<file path="config.mk">
export PLATFORM = sky130hd
export DESIGN_NAME = regb_fifo_arbiter
export DESIGN_NICKNAME = d
export VERILOG_FILES = /design/src/rtl/regb_fifo_pkg.sv /design/src/rtl/rr_pick.sv /design/src/rtl/regb_fifo_arbiter.sv
export SDC_FILE = /design/constraint.sdc
export NUM_CORES = 1
export LEC_CHECK = 0
export ABC_AREA = 0
export BUFFER_PORTS_ARGS = -buffer_cell sky130_fd_sc_hd__buf_2
export CORE_ASPECT_RATIO = 0.9
export CORE_MARGIN = 5
export CORE_UTILIZATION = 44
export CTS_CLUSTER_DIAMETER = 60
export DETAILED_ROUTE_END_ITERATION = 7
export GPL_TIMING_DRIVEN = 0
export HOLD_SLACK_MARGIN = 0.12
export PLACE_DENSITY = 0.78
export SYNTH_ARGS = -nofsm -noshare
export SYNTH_HDL_FRONTEND = slang
export SYNTH_SLANG_ARGS = --single-unit
</file>
<file path="constraint.sdc">
create_clock -name clk -period 5.1 [get_ports clk]
set_clock_uncertainty 0.05 [all_clocks]
set_input_delay 1.53 -clock clk [delete_from_list [all_inputs] [get_ports clk]]
set_output_delay 1.53 -clock clk [all_outputs]
set_load 0.01 [all_outputs]
</file>
<file path="src/rtl/regb_fifo_pkg.sv">
// rtl/regb_fifo_pkg.sv - shared types and helpers for the register-based FIFO chain
package regb_fifo_pkg;

    typedef enum logic {
        IDLE   = 1'b0,
        LOCKED = 1'b1
    } arb_state_t;

    // Ceiling log2, used to size counters and pointers
    function automatic int clog2(input int value);
        int r;
        int v;
        r = 0;
        v = value - 1;
        while (v > 0) begin
            r = r + 1;
            v = v >> 1;
        end
        return r;
    endfunction

endpackage

</file>
<file path="src/rtl/rr_pick.sv">
// rtl/rr_pick.sv - one-hot pick of the first request at or after a pointer
module rr_pick
    import regb_fifo_pkg::*;
#(
    parameter int N  = 4,
    parameter int PW = (clog2(N) < 1) ? 1 : clog2(N)
) (
    input  logic [N-1:0]  req,
    input  logic [PW-1:0] ptr,
    output logic [N-1:0]  grant
);

    logic [PW-1:0] idx;
    logic          found;

    // Scan from ptr upward with wrap; first asserted request wins
    always_comb begin
        grant = '0;
        found = 1'b0;
        idx   = '0;
        for (int k = 0; k < N; k++) begin
            idx = PW'((int'(ptr) + k) % N);
            if (!found && req[idx]) begin
                grant[idx] = 1'b1;
                found      = 1'b1;
            end
        end
    end

endmodule

</file>
<file path="src/rtl/regb_fifo_arbiter.sv">
// rtl/regb_fifo_arbiter.sv - round-robin write arbiter with burst lock and FIFO level tracking
module regb_fifo_arbiter
    import regb_fifo_pkg::*;
#(
    parameter int WIDTH   = 8,
    parameter int NUM_REQ = 4,
    parameter int DEPTH   = 8,
    localparam int LW     = clog2(DEPTH + 1),
    localparam int PW     = (clog2(NUM_REQ) < 1) ? 1 : clog2(NUM_REQ)
) (
    input  logic                       clk,
    input  logic                       res,
    input  logic [NUM_REQ-1:0]         req_valid,
    input  logic [NUM_REQ-1:0]         req_last,
    input  logic [NUM_REQ*WIDTH-1:0]   req_data,
    output logic [NUM_REQ-1:0]         req_ready,
    input  logic                       fifo_shift_out,
    output logic [WIDTH-1:0]           fifo_si,
    output logic                       fifo_shift_in,
    output logic [LW-1:0]              fifo_level,
    output logic                       fifo_full,
    output logic                       fifo_empty,
    output logic                       underflow_err
);

    arb_state_t        state, state_nxt;
    logic [PW-1:0]     rr_ptr, rr_ptr_nxt;
    logic [PW-1:0]     owner, owner_nxt;
    logic [PW-1:0]     gnt_idx;
    logic [NUM_REQ-1:0] pick_grant;
    logic [LW-1:0]     level;
    logic              err;
    logic              push;

    function automatic logic [PW-1:0] nxt_ptr(input logic [PW-1:0] i);
        return (i == PW'(NUM_REQ - 1)) ? '0 : i + PW'(1);
    endfunction

    rr_pick #(.N(NUM_REQ), .PW(PW)) u_rr_pick (
        .req   (req_valid),
        .ptr   (rr_ptr),
        .grant (pick_grant)
    );

    assign fifo_full     = (level == LW'(DEPTH));
    assign fifo_empty    = (level == '0);
    assign fifo_level    = level;
    assign underflow_err = err;

    // Grant: round-robin when idle, owner only while locked, nothing when full
    always_comb begin
        req_ready = '0;
        if (!fifo_full) begin
            case (state)
                IDLE:    req_ready = pick_grant;
                LOCKED:  req_ready[owner] = req_valid[owner];
                default: req_ready = '0;
            endcase
        end
    end

    // Encode granted index and steer its word to the chain input
    always_comb begin
        gnt_idx = '0;
        fifo_si = '0;
        for (int i = 0; i < NUM_REQ; i++) begin
            if (req_ready[i]) begin
                gnt_idx = PW'(i);
                fifo_si = req_data[i*WIDTH +: WIDTH];
            end
        end
    end

    assign push          = |(req_valid & req_ready);
    assign fifo_shift_in = push;

    // Next-state: lock on a non-last beat, release and advance pointer on the last beat
    always_comb begin
        state_nxt  = state;
        rr_ptr_nxt = rr_ptr;
        owner_nxt  = owner;
        if (push) begin
            case (state)
                IDLE: begin
                    if (req_last[gnt_idx]) begin
                        rr_ptr_nxt = nxt_ptr(gnt_idx);
                    end else begin
                        state_nxt = LOCKED;
                        owner_nxt = gnt_idx;
                    end
                end
                LOCKED: begin
                    if (req_last[owner]) begin
                        state_nxt  = IDLE;
                        rr_ptr_nxt = nxt_ptr(owner);
                    end
                end
                default: state_nxt = IDLE;
            endcase
        end
    end

    // Arbitration state registers; reset drops any burst lock
    always_ff @(posedge clk) begin
        if (res) begin
            state  <= IDLE;
            rr_ptr <= '0;
            owner  <= '0;
        end else begin
            state  <= state_nxt;
            rr_ptr <= rr_ptr_nxt;
            owner  <= owner_nxt;
        end
    end

    // Occupancy counter and sticky underflow flag
    always_ff @(posedge clk) begin
        if (res) begin
            level <= '0;
            err   <= 1'b0;
        end else begin
            if (push && !fifo_shift_out) begin
                level <= level + LW'(1);
            end else if (!push && fifo_shift_out && !fifo_empty) begin
                level <= level - LW'(1);
            end
            if (fifo_shift_out && fifo_empty) begin
                err <= 1'b1;
            end
        end
    end

endmodule

</file>
==> results.yml <==
run_status:
  outcome: "finished, violations left"
  violations: "negative setup slack"
final_layout:
  diodes: 0
  drive_gt1_frac: 0.473
  final_cells: 306
  finish.net_count: 320
  final_area_um2: 2240
  area_delta_synth_final_pct: 51.4
  fill_cells: 285
placed_design:
  dp_hpwl_um: 3330
  io_buffer_count: 61
  place_congestion: 0.901
  placed_cells: 284
  place_ws_ns: -0.472
  placed_area_um2: 1880
grt:
  grt_first_pass_wirelength_um: 7280
  overflow: 0
  grt_pass1_vias: 1651
  grt_max_degree: 11
  antenna_found_initial: 0
  track_usage: 0.189
detailed_routing:
  wl_per_cell_um: 14.9
  drt_first_pass_iters: 4
  drc: 0
  via_per_inst: 5.73
  antenna_left: 0
  drtIter0Drc: 108
  finalWirelength_um: 4550
  route.vias.total: 1753
critical_path:
  r2r_start: "rr_ptr[0]$_SDFFE_PP0P_"
  cp.arrival_ns: 3.75
  start_kind: "primary input"
  critical_path_required_ns: 3.52
  cp_max_fo: 8
  rrSetupSlack_ns: 0.56
  path_delay_family: "buffers and inverters"
  crit_chain: "buf_6, buf_8, mux4_2, buf_4, nand2_1, o21ai_4, o31ai_4, inv_2, nor4b_4, buf_6, a22oi_2, o21ai_1, buf_2"
  path_class: "primary input to output port"
  path_buf_inv: 6
  cp_slowest_cell: "mux4_2"
  cp-end-kind: "output port"
  worst_r2r_endpoint: "fifo_level[3]$_SDFFE_PP0P_"
  crit_top_cell: "buf_6"
  reg2reg_depth: 17
  critPathMaxStageDelay_ns: 0.52
sta:
  slew_headroom: 0.720
  rsz0062_at_grt: "true"
  worst_pin_slew_ns: 0.421
  fin_tns_setup_ns: -1.83
  finalSetupViolCount: 9
  finalMaxSlewViolations: 0
  max_freq_mhz: 188
  hold_viol: 0
  timing.final.ws_setup_ns: -0.226
  fin_crit_ns: 5.33
  layout_worst_path_cycle_share: 1.04
clock_tree:
  tritoncts: "built"
  cts_max_level: 1
  cts-buffers-inserted: 3
  clockBufferDepth: 2
  clk_latency_ns: 0.24
  cts_sinks: 10
  clockRootBuffer: "clkbuf_8"
  path_clk_slew_ns: 0.05
logic_synthesis:
  ys.flop_type: "dfxtp_1"
  yosysTopAreaCell: "dfxtp_1"
  synth-seq-cells: 10
  yosys.cell_count.top_type: "a22oi_1"
  syn_inst: 179
  synth-async-reset-ratio: 0
  syn-mean-instance-area_um2: 8.26
  synth_common_cells: "a22oi_1 (17), inv_1 (14), ha_1 (13), nor2_1 (12), o21ai_0 (12)"
  ys_types: 53
  synth_edf_count: 0
  yosysSeqAreaShare: 0.135
  yosysWarnings: 0
  synth.net_count: 236
  syn_area_um2: 1480
  yosysTopAreaCellShare: 0.135
  netlist_top_cells_area: "dfxtp_1 (14%), ha_1 (11%), mux4_2 (11%)"
hold_path:
  hold_start: "underflow_err$_SDFFE_PP0P_"
  min_to: "underflow_err$_SDFFE_PP0P_"
  whs_path_depth: 2
  hold_class: "flop to flop"
power_and_ir_drop:
  power.switching_uw: 661
  ir_worst_vdd_v: 0.000368
  cell_internal_pwr_uw: 736
  pwr-share-clk: 0.072
  p_total_mw: 1.40
  combPwrFrac: 0.830
  leakage_nw: 1.03
  swShare: 0.473
  power.density_nw_per_um2: 624
  pwr-share-seq: 0.098
die:
  initial_core_util: 0.448
  design.core.area_um2: 3300
  die_x_um: 71.1
  dieHeight_um: 65
  io_pins: 63
  die_area_um2: 4620
  row_count: 20
job:
  maxCapViolations: 0
[how the worst max path moves through the flow]
stage,depth (start not counted),endpoint,from
after global routing,13,fifo_si[7],req_valid[0]
after floorplan,8,fifo_si[0],req_valid[0]
final,13,fifo_si[4],req_valid[0]
after CTS,11,fifo_si[1],req_valid[0]
after detailed placement,10,fifo_si[1],req_valid[2]
after global placement,11,fifo_si[2],req_valid[2]
[sequential cells by signal (all words and copies together), names as in the netlist]
signal         flops
fifo_level         4
owner              2
underflow_err      1
state              1
rr_ptr             2
[stage by stage]
step / hold slack, ns / utilization
global route: 0.467 / 0.678
global placement: 0.395 / 0.569
floorplan: 0.452 / -
detailed placement: 0.408 / 0.569
CTS: 0.421 / 0.640
finish: 0.412 / 0.678
[kinds of logic after synthesis]
group           share of synthesized area
compound gates                      0.334
simple gates                        0.186
buf+inv                            0.0728
fa+ha+maj                           0.124
mux                                 0.130
flops                               0.135
xor+xnor                           0.0178
[layout make-up]
cell class | instances | area [µm²] | share of cell area
Timing Repair Buffer | 79 | 465 | 0.208
Clock buffer | 4 | 55.1 | 0.0246
Tap cell | 44 | 55.1 | 0.0246
Buffer | 11 | 108 | 0.0480
Sequential cell | 10 | 200 | 0.0894
Inverter | 14 | 55.1 | 0.0246
Multi-Input combinational cell | 144 | 1300 | 0.581
[power groups by stage]
stage	clock network, mW	logic (mW)	registers [mW]
after floorplan	0	0.681	0.139
after global placement	0	0.930	0.138
after detailed placement	0	0.940	0.138
after CTS	0.101	1.06	0.137
after global routing	0.106	1.27	0.143
final	0.100	1.16	0.137
[cell usage in the layout (no fill, tap or decap), types with 3 or more instances in the layout]
| cell type | netlist | layout |
|---|---|---|
| buf_2 | 2 | 58 |
| buf_4 | 0 | 17 |
| ha_1 | 13 | 13 |
| inv_1 | 14 | 12 |
| nor2_1 | 12 | 12 |
| a22oi_2 | 0 | 11 |
| nand2_1 | 10 | 10 |
| a21oi_1 | 11 | 10 |
| o21ai_1 | 2 | 10 |
| dfxtp_1 | 10 | 10 |
| buf_6 | 1 | 7 |
| mux4_2 | 7 | 7 |
| nor2b_1 | 6 | 6 |
| o31a_1 | 6 | 6 |
| clkbuf_8 | 0 | 6 |
| a22oi_1 | 17 | 6 |
| o311ai_1 | 1 | 3 |
[repair_timing]
| item | in CTS | in global routing |
|---|---|---|
| gates resized for setup | 26 | 18 |
| hold buffers | 0 | 0 |
| gates cloned | 0 | 0 |
| setup endpoints to repair | 11 | 11 |
| setup buffers | 9 | 9 |
| pin swaps | 13 | 8 |
[routing by layer]
metal | vias up | part of all wire | global-route usage
li1 | 854 | - | -
met1 | 791 | 0.44 | 0.265
met2 | 102 | 0.43 | 0.306
met3 | 6 | 0.11 | 0.0403
met4 | 0 | 0.0075 | 0.0211
met5 | - | 0 | 0
[worst min-delay path: stages, from the launching register on]
cell     delay (ns)
dfxtp_1        0.32
a21oi_1        0.04
nor2_1         0.07
No activity file was read; power rests on OpenSTA's default activity.
